==> src/rtl/data_mem_ctrl.sv <==
// rtl/data_mem_ctrl.sv - CPU data-memory controller: loads, stores, sub-word read-modify-write
// Optional misaligned-access trap enabled by defining MISALIGN_TRAP_EN.
module data_mem_ctrl #(
    parameter int ADDR_W = 13
) (
    input  logic              clka,
    input  logic              rsta_n,
    input  logic              req_valid,
    output logic              req_ready,
    input  logic              req_we,
    input  logic [1:0]        req_size,
    input  logic              req_signed,
    input  logic [ADDR_W+1:0] req_addr,
    input  logic [31:0]       req_wdata,
    output logic              rsp_valid,
    output logic [31:0]       rsp_rdata,
    output logic              rsp_err,
    output logic              mem_en,
    output logic              mem_we,
    output logic [ADDR_W-1:0] mem_addr,
    output logic [31:0]       mem_din,
    input  logic [31:0]       mem_dout
);

    typedef enum logic [2:0] {
        IDLE    = 3'd0,
        RD      = 3'd1,
        RD_WAIT = 3'd2,
        WR      = 3'd3,
        RESP    = 3'd4
    } state_t;

    localparam logic [1:0] SZ_BYTE = 2'b00;
    localparam logic [1:0] SZ_HALF = 2'b01;

    state_t            r_state;
    logic              r_req_ready;
    logic              r_we;
    logic [1:0]        r_size;
    logic              r_signed;
    logic [1:0]        r_lane;
    logic [15:0]       r_wdata;
    logic              r_rsp_valid;
    logic [31:0]       r_rsp_rdata;
    logic              r_mem_en;
    logic              r_mem_we;
    logic [ADDR_W-1:0] r_mem_addr;
    logic [31:0]       r_mem_din;

    logic              w_req_misalign;
    logic [7:0]        w_byte;
    logic [15:0]       w_half;
    logic [31:0]       w_load_data;
    logic [31:0]       w_merge_data;

`ifdef MISALIGN_TRAP_EN
    logic r_rsp_err;
    assign w_req_misalign = ((req_size == SZ_HALF) && req_addr[0]) ||
                            (req_size[1] && (req_addr[1:0] != 2'b00));
    assign rsp_err        = r_rsp_err;
`else
    assign w_req_misalign = 1'b0;
    assign rsp_err        = 1'b0;
`endif

    assign req_ready = r_req_ready;
    assign rsp_valid = r_rsp_valid;
    assign rsp_rdata = r_rsp_rdata;
    assign mem_en    = r_mem_en;
    assign mem_we    = r_mem_we;
    assign mem_addr  = r_mem_addr;
    assign mem_din   = r_mem_din;

    // Lane extraction for loads, little-endian byte/half selection
    always_comb begin
        w_byte = 8'h00;
        case (r_lane)
            2'd0:    w_byte = mem_dout[7:0];
            2'd1:    w_byte = mem_dout[15:8];
            2'd2:    w_byte = mem_dout[23:16];
            default: w_byte = mem_dout[31:24];
        endcase
        w_half      = r_lane[1] ? mem_dout[31:16] : mem_dout[15:0];
        w_load_data = mem_dout;
        if (r_size == SZ_BYTE) begin
            w_load_data = {{24{r_signed & w_byte[7]}}, w_byte};
        end else if (r_size == SZ_HALF) begin
            w_load_data = {{16{r_signed & w_half[15]}}, w_half};
        end
    end

    // Sub-word store merge: replace only the addressed lane(s) of the read word
    always_comb begin
        w_merge_data = mem_dout;
        if (r_size == SZ_BYTE) begin
            case (r_lane)
                2'd0:    w_merge_data[7:0]   = r_wdata[7:0];
                2'd1:    w_merge_data[15:8]  = r_wdata[7:0];
                2'd2:    w_merge_data[23:16] = r_wdata[7:0];
                default: w_merge_data[31:24] = r_wdata[7:0];
            endcase
        end else if (r_lane[1]) begin
            w_merge_data[31:16] = r_wdata;
        end else begin
            w_merge_data[15:0] = r_wdata;
        end
    end

    always_ff @(posedge clka or negedge rsta_n) begin
        if (!rsta_n) begin
            r_state     <= IDLE;
            r_req_ready <= 1'b1;
            r_we        <= 1'b0;
            r_size      <= 2'b00;
            r_signed    <= 1'b0;
            r_lane      <= 2'b00;
            r_wdata     <= 16'h0000;
            r_rsp_valid <= 1'b0;
            r_rsp_rdata <= 32'h0000_0000;
            r_mem_en    <= 1'b0;
            r_mem_we    <= 1'b0;
            r_mem_addr  <= '0;
            r_mem_din   <= 32'h0000_0000;
`ifdef MISALIGN_TRAP_EN
            r_rsp_err   <= 1'b0;
`endif
        end else begin
            r_mem_en    <= 1'b0;
            r_mem_we    <= 1'b0;
            r_rsp_valid <= 1'b0;
            r_req_ready <= 1'b0;
            case (r_state)
                IDLE: begin
                    r_req_ready <= 1'b1;
                    if (req_valid) begin
                        r_req_ready <= 1'b0;
                        r_we        <= req_we;
                        r_size      <= req_size;
                        r_signed    <= req_signed;
                        r_lane      <= req_addr[1:0];
                        r_wdata     <= req_wdata[15:0];
                        if (w_req_misalign) begin
                            r_state     <= RESP;
                            r_rsp_valid <= 1'b1;
                            r_rsp_rdata <= 32'h0000_0000;
`ifdef MISALIGN_TRAP_EN
                            r_rsp_err   <= 1'b1;
`endif
                        end else if (req_we && req_size[1]) begin
                            r_state    <= WR;
                            r_mem_en   <= 1'b1;
                            r_mem_we   <= 1'b1;
                            r_mem_addr <= req_addr[ADDR_W+1:2];
                            r_mem_din  <= req_wdata;
                        end else begin
                            r_state    <= RD;
                            r_mem_en   <= 1'b1;
                            r_mem_addr <= req_addr[ADDR_W+1:2];
                        end
                    end
                end
                RD: begin
                    r_state <= RD_WAIT;
                end
                RD_WAIT: begin
                    if (r_we) begin
                        r_state   <= WR;
                        r_mem_en  <= 1'b1;
                        r_mem_we  <= 1'b1;
                        r_mem_din <= w_merge_data;
                    end else begin
                        r_state     <= RESP;
                        r_rsp_valid <= 1'b1;
                        r_rsp_rdata <= w_load_data;
`ifdef MISALIGN_TRAP_EN
                        r_rsp_err   <= 1'b0;
`endif
                    end
                end
                WR: begin
                    r_state     <= RESP;
                    r_rsp_valid <= 1'b1;
                    r_rsp_rdata <= 32'h0000_0000;
`ifdef MISALIGN_TRAP_EN
                    r_rsp_err   <= 1'b0;
`endif
                end
                RESP: begin
                    r_state     <= IDLE;
                    r_req_ready <= 1'b1;
                end
                default: begin
                    r_state     <= IDLE;
                    r_req_ready <= 1'b1;
                end
            endcase
        end
    end

endmodule

==> config.mk <==
export PLATFORM = sky130hd
export DESIGN_NAME = data_mem_ctrl
export DESIGN_NICKNAME = d
export VERILOG_FILES = /design/src/rtl/data_mem_ctrl.sv
export SDC_FILE = /design/constraint.sdc
export NUM_CORES = 1
export LEC_CHECK = 0
export CAP_MARGIN = 0
export CORE_ASPECT_RATIO = 0.5
export CORE_MARGIN = 8
export CORE_UTILIZATION = 51
export CTS_CLUSTER_DIAMETER = 50
export DETAILED_ROUTE_END_ITERATION = 10
export PLACE_DENSITY = 0.89
export SLEW_MARGIN = 5
export SYNTH_ARGS = -nofsm -noshare
export SYNTH_HDL_FRONTEND = slang
export SYNTH_SLANG_ARGS = --single-unit
==> constraint.sdc <==
create_clock -name clka -period 4.37 [get_ports clka]
set_input_delay 0.874 -clock clka [delete_from_list [all_inputs] [get_ports clka]]
set_output_delay 0.874 -clock clka [all_outputs]
set_load 0.01 [all_outputs]
After elaboration in Yosys (flattened, before gate mapping)
Index checks and enable logic that the tools add are counted.
{"block": "totals", "wordCells": 67, "output_inout_bits": 82, "ff_bits": 106}
{"block": "op_classes", "n_reduce_logical": 11, "n_eq_ne": 10, "mux": 31, "bitwise": 2}
{"op": "$mux W32", "n": 7}
{"op": "$pmux W32 S2", "n": 2}
{"op": "$mux W16", "n": 3}
{"op": "$mux W8", "n": 4}
{"op": "$pmux W8 S3", "n": 1}
{"op": "$pmux W3 S4", "n": 1}
{"op": "$ne A2 B2 Y1 const B", "n": 4}
{"op": "$pmux W1 S2", "n": 4}
{"op": "$eq A3 B2 Y1 const B", "n": 2}
{"op": "$mux W1", "n": 6}
{"op": "$mux W3", "n": 2}
{"op": "$reduce_or A3 Y1", "n": 2}
{"op": "$eq A2 B1 Y1 const B", "n": 2}
{"op": "$logic_not A2 Y1", "n": 2}
{"op": "$reduce_and A2 Y1", "n": 2}
{"op": "$reduce_and A4 Y1", "n": 1}
{"op": "$reduce_bool A2 Y1", "n": 2}
{"op": "$eq A3 B1 Y1 const B", "n": 1}
{"op": "$logic_not A3 Y1", "n": 1}
{"op": "$and A1 B1 Y1", "n": 2}
{"op": "$eq A2 B2 Y1 const B", "n": 1}
{"op": "$mux W2", "n": 1}
{"op": "$logic_and A1 B1 Y1", "n": 1}

Depth between registers and ports, before layout
Gate-level depths: netlist of the first run.
{"block": "depth", "depth_word": 6, "mapped_depth": 8}

Worst setup path after synthesis of the first run
Ideal clock, no wire load.
{"block": "synth_path", "kind": "in2reg", "startpoint": "input mem_dout[31]", "endpoint": "register r_rsp_rdata[22] (netlist: rsp_rdata[22])", "setup_time_ps": 126, "arrival_ps": 2037, "required_ps": 4244, "path_buffers": 1, "cell_stages": 5, "setup_slack_ps": 2207, "cell_sequence": "mux4_2 > nor2_1 > nor4_4 > buf_2 > a221o_1"}
{"block": "synth_between", "elab_chain_len": 6, "word_cells_on_any_way": 8, "cone_classes": "mux (6); bitwise (2)"}
{"element": "from (decl)", "line": "22", "text": "input logic [31:0] mem_dout"}
{"element": "$mux W16", "line": "83", "text": "w_half = r_lane[1] ? mem_dout[31:16] : mem_dout[15:0];"}
{"element": "$and A1 B1 Y1", "line": "88", "text": "w_load_data = {{16{r_signed & w_half[15]}}, w_half};"}
{"element": "$mux W32", "line": "87", "text": "end else if (r_size == SZ_HALF) begin"}
{"element": "$mux W32 (*)", "line": "85", "text": "if (r_size == SZ_BYTE) begin"}
{"element": "$mux W32 (*)", "line": "166", "text": "if (r_we) begin"}
{"element": "$pmux W32 S2 (*)", "line": "132", "text": "case (r_state)"}
{"element": "to (signal assigned)", "line": "174", "text": "r_rsp_rdata <= w_load_data;"}
{"element": "to (decl)", "line": "44", "text": "logic [31:0] r_rsp_rdata;"}
Every way passes the cells marked *; elsewhere a longest branch is shown, timed or not. The select of a mux whose other input is x is not followed.
A chain may end at the register's enable or synchronous reset.

Final worst setup path of the first run
{"block": "layout_path", "startpoint": "input req_valid", "endpoint": "register r_mem_din[1] (netlist: mem_din[1])"}
{"block": "layout_between", "elab_chain_len": 2}
{"element": "from (decl)", "line": "8", "text": "input logic req_valid,"}
{"element": "$ne A2 B2 Y1 (no line)"}
{"element": "$reduce_and A4 Y1 (no line)"}
{"element": "to (signal assigned)", "line": "154", "text": "r_mem_din <= req_wdata;"}
{"element": "to (signal assigned)", "line": "170", "text": "r_mem_din <= w_merge_data;"}
{"element": "to (decl)", "line": "48", "text": "logic [31:0] r_mem_din;"}
No other way between the ends.

==> metrics.yaml, run 1 <==
power_report.internal_total_mw: 3.14
clkTransAtPathRegs_ns: 0.07
synth_top_area_frac: 0.482
worst_pin_slew_ns: 1.17
power_frac_clock: 0.145
startpoint: "req_valid"
status: "complete, no violations"
track_usage: 0.234
cts_hold_buf: 0
start_kind: "primary input"
vias: 4776
routed_wl_um: 17100
die_y_um: 89.1
place_congestion: 0.914
avgSynthCellArea_um2: 10.6
dieArea_mm2: 0.0144
max_freq_ghz: 0.345
ioPinCount: 168
cts_tree: "built"
synth_cell_type_count: 50
finalCriticalPeriod_ns: 2.90
synth_ff_type: "dfrtp_1"
clock_latency_ns: 0.35
netlist_area_mm2: 0.00545
critPathRequiredTime_ns: 4.55
syn_to_final_growth_pct: 35.6
postCtsSetupBuffers: 0
drive_gt1_frac: 0.153
die_w_um: 162
cts.sinks: 106
worstSetupPathType: "in2reg"
synth_nets: 601
slew_viol_final: 0
drv_cap: 0
cts_resized: 0
hold_path_class: "reg2reg"
grt_pass1_vias: 4731
rsz0062_at_grt: "false"
numPortBuffers: 166
leakage_nw: 3.34
synth_edf_count: 0
cts_buffers: 9
hpwl_um: 12600
seqPwrFrac: 0.343
grt-ovfl-total: 0
dr.pass1.iters: 6
clockBufferDepth: 2
finalPower_mw: 5.28
p_per_area_mw_per_mm2: 715
ant_nets: 0
async_flop_share: 1.00
period_share: 0.664
setup_viol: 0
fillers: 722
synthCells: 515
ys_seq_area_frac: 0.487
drc: 0
cts-htree-levels: 3
antenna_found_initial: 0
r2r-end: "mem_din[1]"
p_sw_mw: 2.14
swShare: 0.405
slew_headroom: 0.220
finalClockSkew_ns: 0.00828
critPathMaxFanout: 36
hold_viol: 0
layout.nets: 743
yosysWarnings: 0
hold_ws_ns: 0.476
grt_pass1_wl_um: 26500
p_comb_frac: 0.512
first_iter_violations: 573
cts-root-buf: "clkbuf_16"
diodes: 0
num_rows: 26
arrival_ns: 3.08
vias_per_cell: 5.96
reg2regPathDepth: 5
avgRoutedWirePerCell_um: 21.3
reg2reg_slack_ns: 1.57
start_util: 0.528
core-area_mm2: 0.0103
endpoint_kind: "register"
fin_setup_tns_ns: 0
grt_max_degree: 91
ys_top_cells_by_area: "dfrtp_1 48%, nand2_1 11%, o211ai_2 6.7%, nand3_2 5.3%, mux2i_1 4.2%"
ys_ff_latch: 106
cp-endpoint: "mem_din[1]"
peakVddDrop_mv: 0.369
r2r-start: "r_state[1]"
synth_largest_area_cell: "dfrtp_1"
[registers in the layout, summed over array words and instances (netlist names)]
name,flops
mem_din,32
rsp_rdata,32
r_wdata,16
mem_addr,13
r_state,3
r_lane,2
r_size,2
mem_en,1
mem_we,1
r_signed,1
r_we,1
req_ready,1
rsp_valid,1
[critical path, cell delays in order]
cell             delay (ns)
clkdlybuf4s50_1        0.45
or4b_1                 0.18
buf_4                  0.35
o21a_4                 0.46
clkinv_4               0.41
nand3_1                0.20
o211ai_1               0.11
[cell type report]
type / count / area (µm²) / area share
well taps: 140 / 175 / 0.0237
repair buffers: 172 / 1700 / 0.231
flip-flops and latches: 106 / 2650 / 0.359
clock inverters: 6 / 41.3 / 0.00559
clock buffers: 10 / 239 / 0.0324
multi-input cells: 362 / 2550 / 0.345
inverters: 6 / 27.5 / 0.00373
[per-stage QoR]
stage	area (µm²)	worst slack (ns)	util	std cells
floorplan	5450	2.21	-	515
global placement	7110	1.17	0.689	786
detailed placement	7110	1.12	0.689	786
CTS	7390	1.50	0.716	802
global route	7390	1.31	0.716	802
finish	7390	1.47	0.716	802
[cells by family after synthesis]
group / count (synthesis) / synth area share
flops: 106 / 0.487
other cells: 1 / 0.000688
simple gates: 209 / 0.194
mux: 31 / 0.0753
compound gates: 121 / 0.195
buf+inv: 47 / 0.0475
[worst min path at each step]
| stage | from | to | slack, ns | cells past startpoint |
|---|---|---|---|---|
| 2_1_floorplan | r_wdata[10] | r_wdata[10] | 0.45 | 2 |
| 3_3_place_gp | mem_addr[2] | mem_addr[2] | 0.46 | 2 |
| 3_5_place_dp | mem_addr[5] | mem_addr[5] | 0.46 | 2 |
| 4_1_cts | mem_addr[5] | mem_addr[5] | 0.48 | 2 |
| 5_1_grt | mem_addr[3] | mem_addr[3] | 0.50 | 2 |
| 6_report | mem_addr[5] | mem_addr[5] | 0.48 | 2 |
[power groups by stage]
stage	clock network, mW	registers [mW]	logic [mW]
2_1_floorplan	0	1.82	1.57
3_3_place_gp	0	1.80	2.63
3_5_place_dp	0	1.81	2.70
4_1_cts	0.779	1.80	2.71
5_1_grt	0.821	1.86	2.91
6_report	0.766	1.81	2.70
[cells in the mapped netlist, types with 2 or more instances]
| master | instances |
|---|---|
| a211o_1 | 7 |
| a21o_1 | 7 |
| a21oi_1 | 16 |
| a221o_1 | 16 |
| buf_12 | 2 |
| buf_2 | 12 |
| buf_4 | 3 |
| clkbuf_1 | 21 |
| dfrtp_1 | 105 |
| inv_1 | 5 |
| mux2i_1 | 23 |
| mux4_2 | 8 |
| nand2_1 | 156 |
| nand3_1 | 4 |
| nand3_2 | 29 |
| nand3b_1 | 2 |
| nor2_1 | 4 |
| o211ai_1 | 3 |
| o211ai_2 | 29 |
| o21a_1 | 2 |
| o21ai_0 | 9 |
| o22ai_1 | 10 |
| o2bb2ai_1 | 14 |
| or2_2 | 2 |
[per-layer routing]
| metal | part of all wire | routed length, µm | global-route usage | up-vias |
|---|---|---|---|---|
| met3 | 0.10 | 1750 | 0.0726 | 37 |
| met5 | 0 | 0 | 0 | - |
| li1 | - | - | - | 2130 |
| met4 | 0.022 | 369 | 0.0726 | 0 |
| met2 | 0.47 | 8040 | 0.376 | 287 |
| met1 | 0.41 | 6930 | 0.303 | 2322 |
[cell usage in the layout (no fill, tap or decap), types with 2 or more instances in the layout]
| master | count |
|---|---|
| o211ai_1 | 3 |
| mux4_2 | 8 |
| nand3_1 | 4 |
| nand3b_1 | 2 |
| dfrtp_1 | 105 |
| mux2i_1 | 23 |
| nor2_1 | 4 |
| a21oi_1 | 16 |
| a21o_1 | 7 |
| buf_4 | 7 |
| clkinv_2 | 2 |
| clkdlybuf4s50_1 | 165 |
| or2_2 | 2 |
| o21a_1 | 2 |
| nand2_1 | 156 |
| a211o_1 | 7 |
| nand3_2 | 29 |
| o2bb2ai_1 | 14 |
| clkbuf_16 | 9 |
| a221o_1 | 16 |
| o21ai_0 | 9 |
| o211ai_2 | 29 |
| inv_1 | 5 |
| clkinvlp_4 | 3 |
| o22ai_1 | 10 |
Power figures use the tool's default switching activity.
==> run 2: changes to the inputs <==
- CORE_UTILIZATION: 51 -> 43
- PLACE_DENSITY: 0.89 -> 0.8
- clock period: 4.37 -> 2.6 ns (I/O delays scaled with it)
==> run 2 against run 1 <==
  * Sequential share of layout area shrank 0.76 points
  * Die area grew 16%
  * Wire length grew 7.4%
  * Cell count grew 5.0%
  * Utilization shrank 11 points
  * Register-to-register slack lost 1.1 ns
  * Flip-flop and latch count is the same
  * Clock power grew 93%
  * Critical endpoint is now mem_din[0]
  * Largest power group unchanged
  * Highest routed layer unchanged
==> metrics.yaml, run 2 (same netlist as run 1, synthesis figures left out) <==
status: "complete, no violations"
ant_nets: 0
critPathRequiredTime_ns: 2.86
arrival_ns: 2.50
num_rows: 29
track_usage: 0.216
setup_viol: 0
fin_setup_tns_ns: 0
die_w_um: 175
startpoint: "req_valid"
drv_cap: 0
final_common_cell: "clkdlybuf4s50_1"
cts-htree-levels: 3
slew_viol_final: 0
peakVddDrop_mv: 0.492
place_congestion: 0.843
clock_latency_ns: 0.36
max_freq_ghz: 0.447
layout.nets: 753
postCtsSetupBuffers: 0
r2r-start: "r_lane[1]"
grt_max_degree: 42
hold_path_class: "in2async"
period_share: 0.860
antenna_found_initial: 0
vias_per_cell: 5.78
grt_pass1_vias: 4934
slowest_stage: "clkdlybuf4s50_1"
first_iter_violations: 517
cts_hold_buf: 0
diodes: 0
ioPinCount: 168
syn_to_final_growth_pct: 38.5
leakage_nw: 3.42
dieArea_mm2: 0.0167
vias: 4867
cts_tree: "built"
hpwl_um: 13700
cp_cell_sequence: "clkdlybuf4s50_1 -> or4b_1 -> o21a_4 -> clkinv_4 -> nand3_1 -> o211ai_1"
rsz0062_at_grt: "false"
clkTransAtPathRegs_ns: 0.08
die_y_um: 95.6
cts-root-buf: "clkbuf_16"
finalClockSkew_ns: 0.00981
cpPeakStageDelay_ns: 0.54
worstSetupPathType: "in2reg"
numPortBuffers: 166
clockBufferDepth: 2
routed_wl_um: 18400
cts.sinks: 106
worst_pin_slew_ns: 0.851
layout_common_cells: "165 x clkdlybuf4s50_1, 156 x nand2_1, 105 x dfrtp_1"
dr.pass1.iters: 6
cts_resized: 0
finalPower_mw: 9.22
start_util: 0.435
avgRoutedWirePerCell_um: 21.8
fillers: 1002
cts_buffers: 9
drive_gt1_frac: 0.165
endpoint_kind: "register"
hold_viol: 0
drc: 0
grt_pass1_wl_um: 28400
grt-ovfl-total: 0
slew_headroom: 0.428
finalCriticalPeriod_ns: 2.24
start_kind: "primary input"
p_per_area_mw_per_mm2: 1220
critPathMaxFanout: 33
core-area_mm2: 0.0125
[run 2: worst paths after layout]
path | to | slack (ns) | cells past startpoint
max reg2reg | rsp_rdata[31] | 0.43 | 4
min in group clka | mem_addr[5] | 0.48 | 2
max | mem_din[0] | 0.36 | 6
min reg2reg | mem_addr[5] | 0.48 | 2
min | mem_addr[12] | 0.14 | 1
max in group asynchronous | rsp_rdata[26] | 1.69 | 2
[run 2: power breakdown]
group / total (mW) / internal, mW / switching [mW]
logic: 4.76 / 2.27 / 2.49
clock network: 1.48 / 0.779 / 0.697
registers: 2.98 / 2.40 / 0.582
[run 2: layer usage]
layer,vias to the layer above,global-route usage,share of wire
met5,-,0,0
met4,0,0.0750,0.026
met3,46,0.0672,0.093
met2,234,0.347,0.48
met1,2439,0.277,0.40
li1,2148,-,-
[run 2: area by class of cell]
cell class / count / area, µm² / share of cell area
Clock inverter: 7 / 90.1 / 0.0119
Inverter: 6 / 27.5 / 0.00365
Multi-Input combinational cell: 362 / 2550 / 0.337
Clock buffer: 9 / 225 / 0.0298
Sequential cell: 106 / 2650 / 0.352
Timing Repair Buffer: 182 / 1790 / 0.237
Tap cell: 170 / 213 / 0.0282
[run 2: metrics by stage]
stage / setup slack (ns) / util / hold slack [ns] / cells / area (µm²)
6_report: 0.363 / 0.603 / 0.138 / 842 / 7550
5_1_grt: 0.305 / 0.603 / 0.175 / 842 / 7550
3_5_place_dp: 0.0236 / 0.578 / 0.462 / 826 / 7230
2_1_floorplan: 0.775 / - / 0.224 / 515 / 5450
3_3_place_gp: 0.0830 / 0.578 / 0.457 / 826 / 7230
4_1_cts: 0.372 / 0.603 / 0.156 / 842 / 7550
[run 2: worst max-delay path: cells and delay by family]
kind                   cells  cell delay, ns
AO/OA/AOI/OAI              2            0.47
buffers and inverters      2            0.86
AND/OR/NAND/NOR            2            0.64
==> run 3: changes to the inputs <==
- SLEW_MARGIN: 5 -> 15
- clock period: 2.6 -> 1.8 ns (I/O delays scaled with it)
==> run 3 against run 2 <==
  * The flow now finishes with violations (setup timing)
  * Cell area grew 10%
  * Critical endpoint is now mem_din[16]
  * Largest cell class is now multi-input gates
  * Non-clock buffer count grew 64
  * Die area is the same
  * Wire length grew 7.8%
  * Clock power grew 37%
  * Sequential power grew 41%
  * Critical path depth is the same
  * Global-route usage grew 1.6 points
  * First-iteration DRC count shrank 5.8%
==> metrics.yaml, run 3 (same netlist as run 1, synthesis figures left out) <==
slew_headroom: 0.612
cts-htree-levels: 3
critPathRequiredTime_ns: 2.01
diodes: 0
hpwl_um: 14700
cts-root-buf: "clkbuf_16"
clock_latency_ns: 0.35
finalClockSkew_ns: 0.00850
avgRoutedWirePerCell_um: 21.9
layout_common_cells: "165 x clkdlybuf4s50_1, 145 x nand2_1, 104 x dfrtp_1"
first_iter_violations: 487
hold_viol: 0
grt_pass1_vias: 5129
ioPinCount: 168
syn_to_final_growth_pct: 52.9
final_common_cell: "clkdlybuf4s50_1"
dr.pass1.iters: 5
clkTransAtPathRegs_ns: 0.07
post-route-util: 0.666
start_util: 0.435
drc: 0
vias: 5146
numPortBuffers: 166
drive_gt1_frac: 0.266
cp_cell_sequence: "buf_4 -> or4bb_4 -> o21a_4 -> buf_12 -> nand2_1 -> o211ai_2"
grt_pass1_wl_um: 30100
endpoint_kind: "register"
drv_cap: 0
vias_per_cell: 5.68
core-area_mm2: 0.0125
p_per_area_mw_per_mm2: 1730
cts_buffers: 9
setup_viol: 26
die_y_um: 95.6
period_share: 1.03
critPathMaxFanout: 15
cts_tree: "built"
hold_path_class: "reg2reg"
worstSetupPathType: "reg2reg"
rsz0062_at_grt: "true"
place_congestion: 0.910
grt_max_degree: 51
finalCriticalPeriod_ns: 1.85
start_kind: "register"
routed_wl_um: 19800
slew_viol_final: 0
grt-ovfl-total: 0
reg2reg_slack_ns: -0.05
hold_ws_ns: 0.478
cpPeakStageDelay_ns: 0.56
clockBufferDepth: 2
slowest_stage: "or4bb_4"
die_w_um: 175
violations: "setup timing"
post-place-cells: 882
antenna_found_initial: 0
layout.nets: 817
fin_cells: 906
arrival_ns: 2.06
leakage_nw: 3.80
peakVddDrop_mv: 0.757
setup_ws_ns: -0.0456
worst_pin_slew_ns: 0.582
status: "finished, violations left"
dieArea_mm2: 0.0167
ant_nets: 0
num_rows: 29
max_freq_ghz: 0.542
track_usage: 0.233
cts.sinks: 106
==> run 3: worst paths after layout <==
path / from / end / depth (start not counted)
max in group asynchronous: rsta_n / rsp_rdata[9] / 3
setup reg to reg: r_state[0] / mem_din[16] / 6
setup / recovery: r_state[0] / mem_din[16] / 6
min in group asynchronous: rsta_n / mem_addr[5] / 2
hold / removal: mem_addr[7] / mem_addr[7] / 2
hold reg to reg: mem_addr[7] / mem_addr[7] / 2
==> run 3: area by class of cell <==
cell class	instances	area, µm²
clock buffers	10	229
clock inverters	6	71.3
fillers	942	4190
inverters	6	35.0
multi-input cells	362	2670
flip-flops and latches	106	2660
well taps	170	213
repair buffers	246	2460
==> run 3: timing repair <==
action | in CTS | in global routing
pin swaps | 2 | 30
setup endpoints to repair | 55 | 61
buffers inserted | 2 | 1
gates resized for setup | 11 | 27
hold endpoints to repair | 18 | 0
hold buffers | 1 | 0
cloned | 2 | 2
==> run 3: critical path, delay by kind of cell, from the launching register on <==
family	cells	cell delay [ns]
buffers and inverters	2	0.35
and+or+nand+nor	2	0.66
AOI/OAI and AO/OA	2	0.30
DFF	1	0.40
==> run 3: metrics by stage <==
stage	power [mW]	worst slack [ns]	setup TNS, ns	instance area (µm²)
4_1_cts	14.0	-0.0508	-0.514	8170
3_5_place_dp	11.8	-0.475	-21.61	7740
5_1_grt	15.2	-0.101	-2.64	8330
3_3_place_gp	11.6	-0.405	-19.47	7740
6_report	14.4	-0.0456	-0.414	8330
2_1_floorplan	8.27	-0.00163	-0.00163	5470
==> run 3: report_power, final <==
part / internal [mW] / leakage, nW / switching, mW / total, mW
logic: 4.06 / 2.34 / 4.08 / 8.14
registers: 3.47 / 1.32 / 0.740 / 4.21
clock network: 1.10 / 0.140 / 0.934 / 2.03
==> run 3: metal layers <==
layer | vias to the layer above | GRT usage | wire, µm | share of wire
met4 | 0 | 0.0743 | 469 | 0.024
met3 | 37 | 0.0727 | 2060 | 0.10
met1 | 2550 | 0.312 | 8140 | 0.41
met5 | - | 0 | 0 | 0
met2 | 270 | 0.356 | 9130 | 0.46
li1 | 2289 | - | - | -
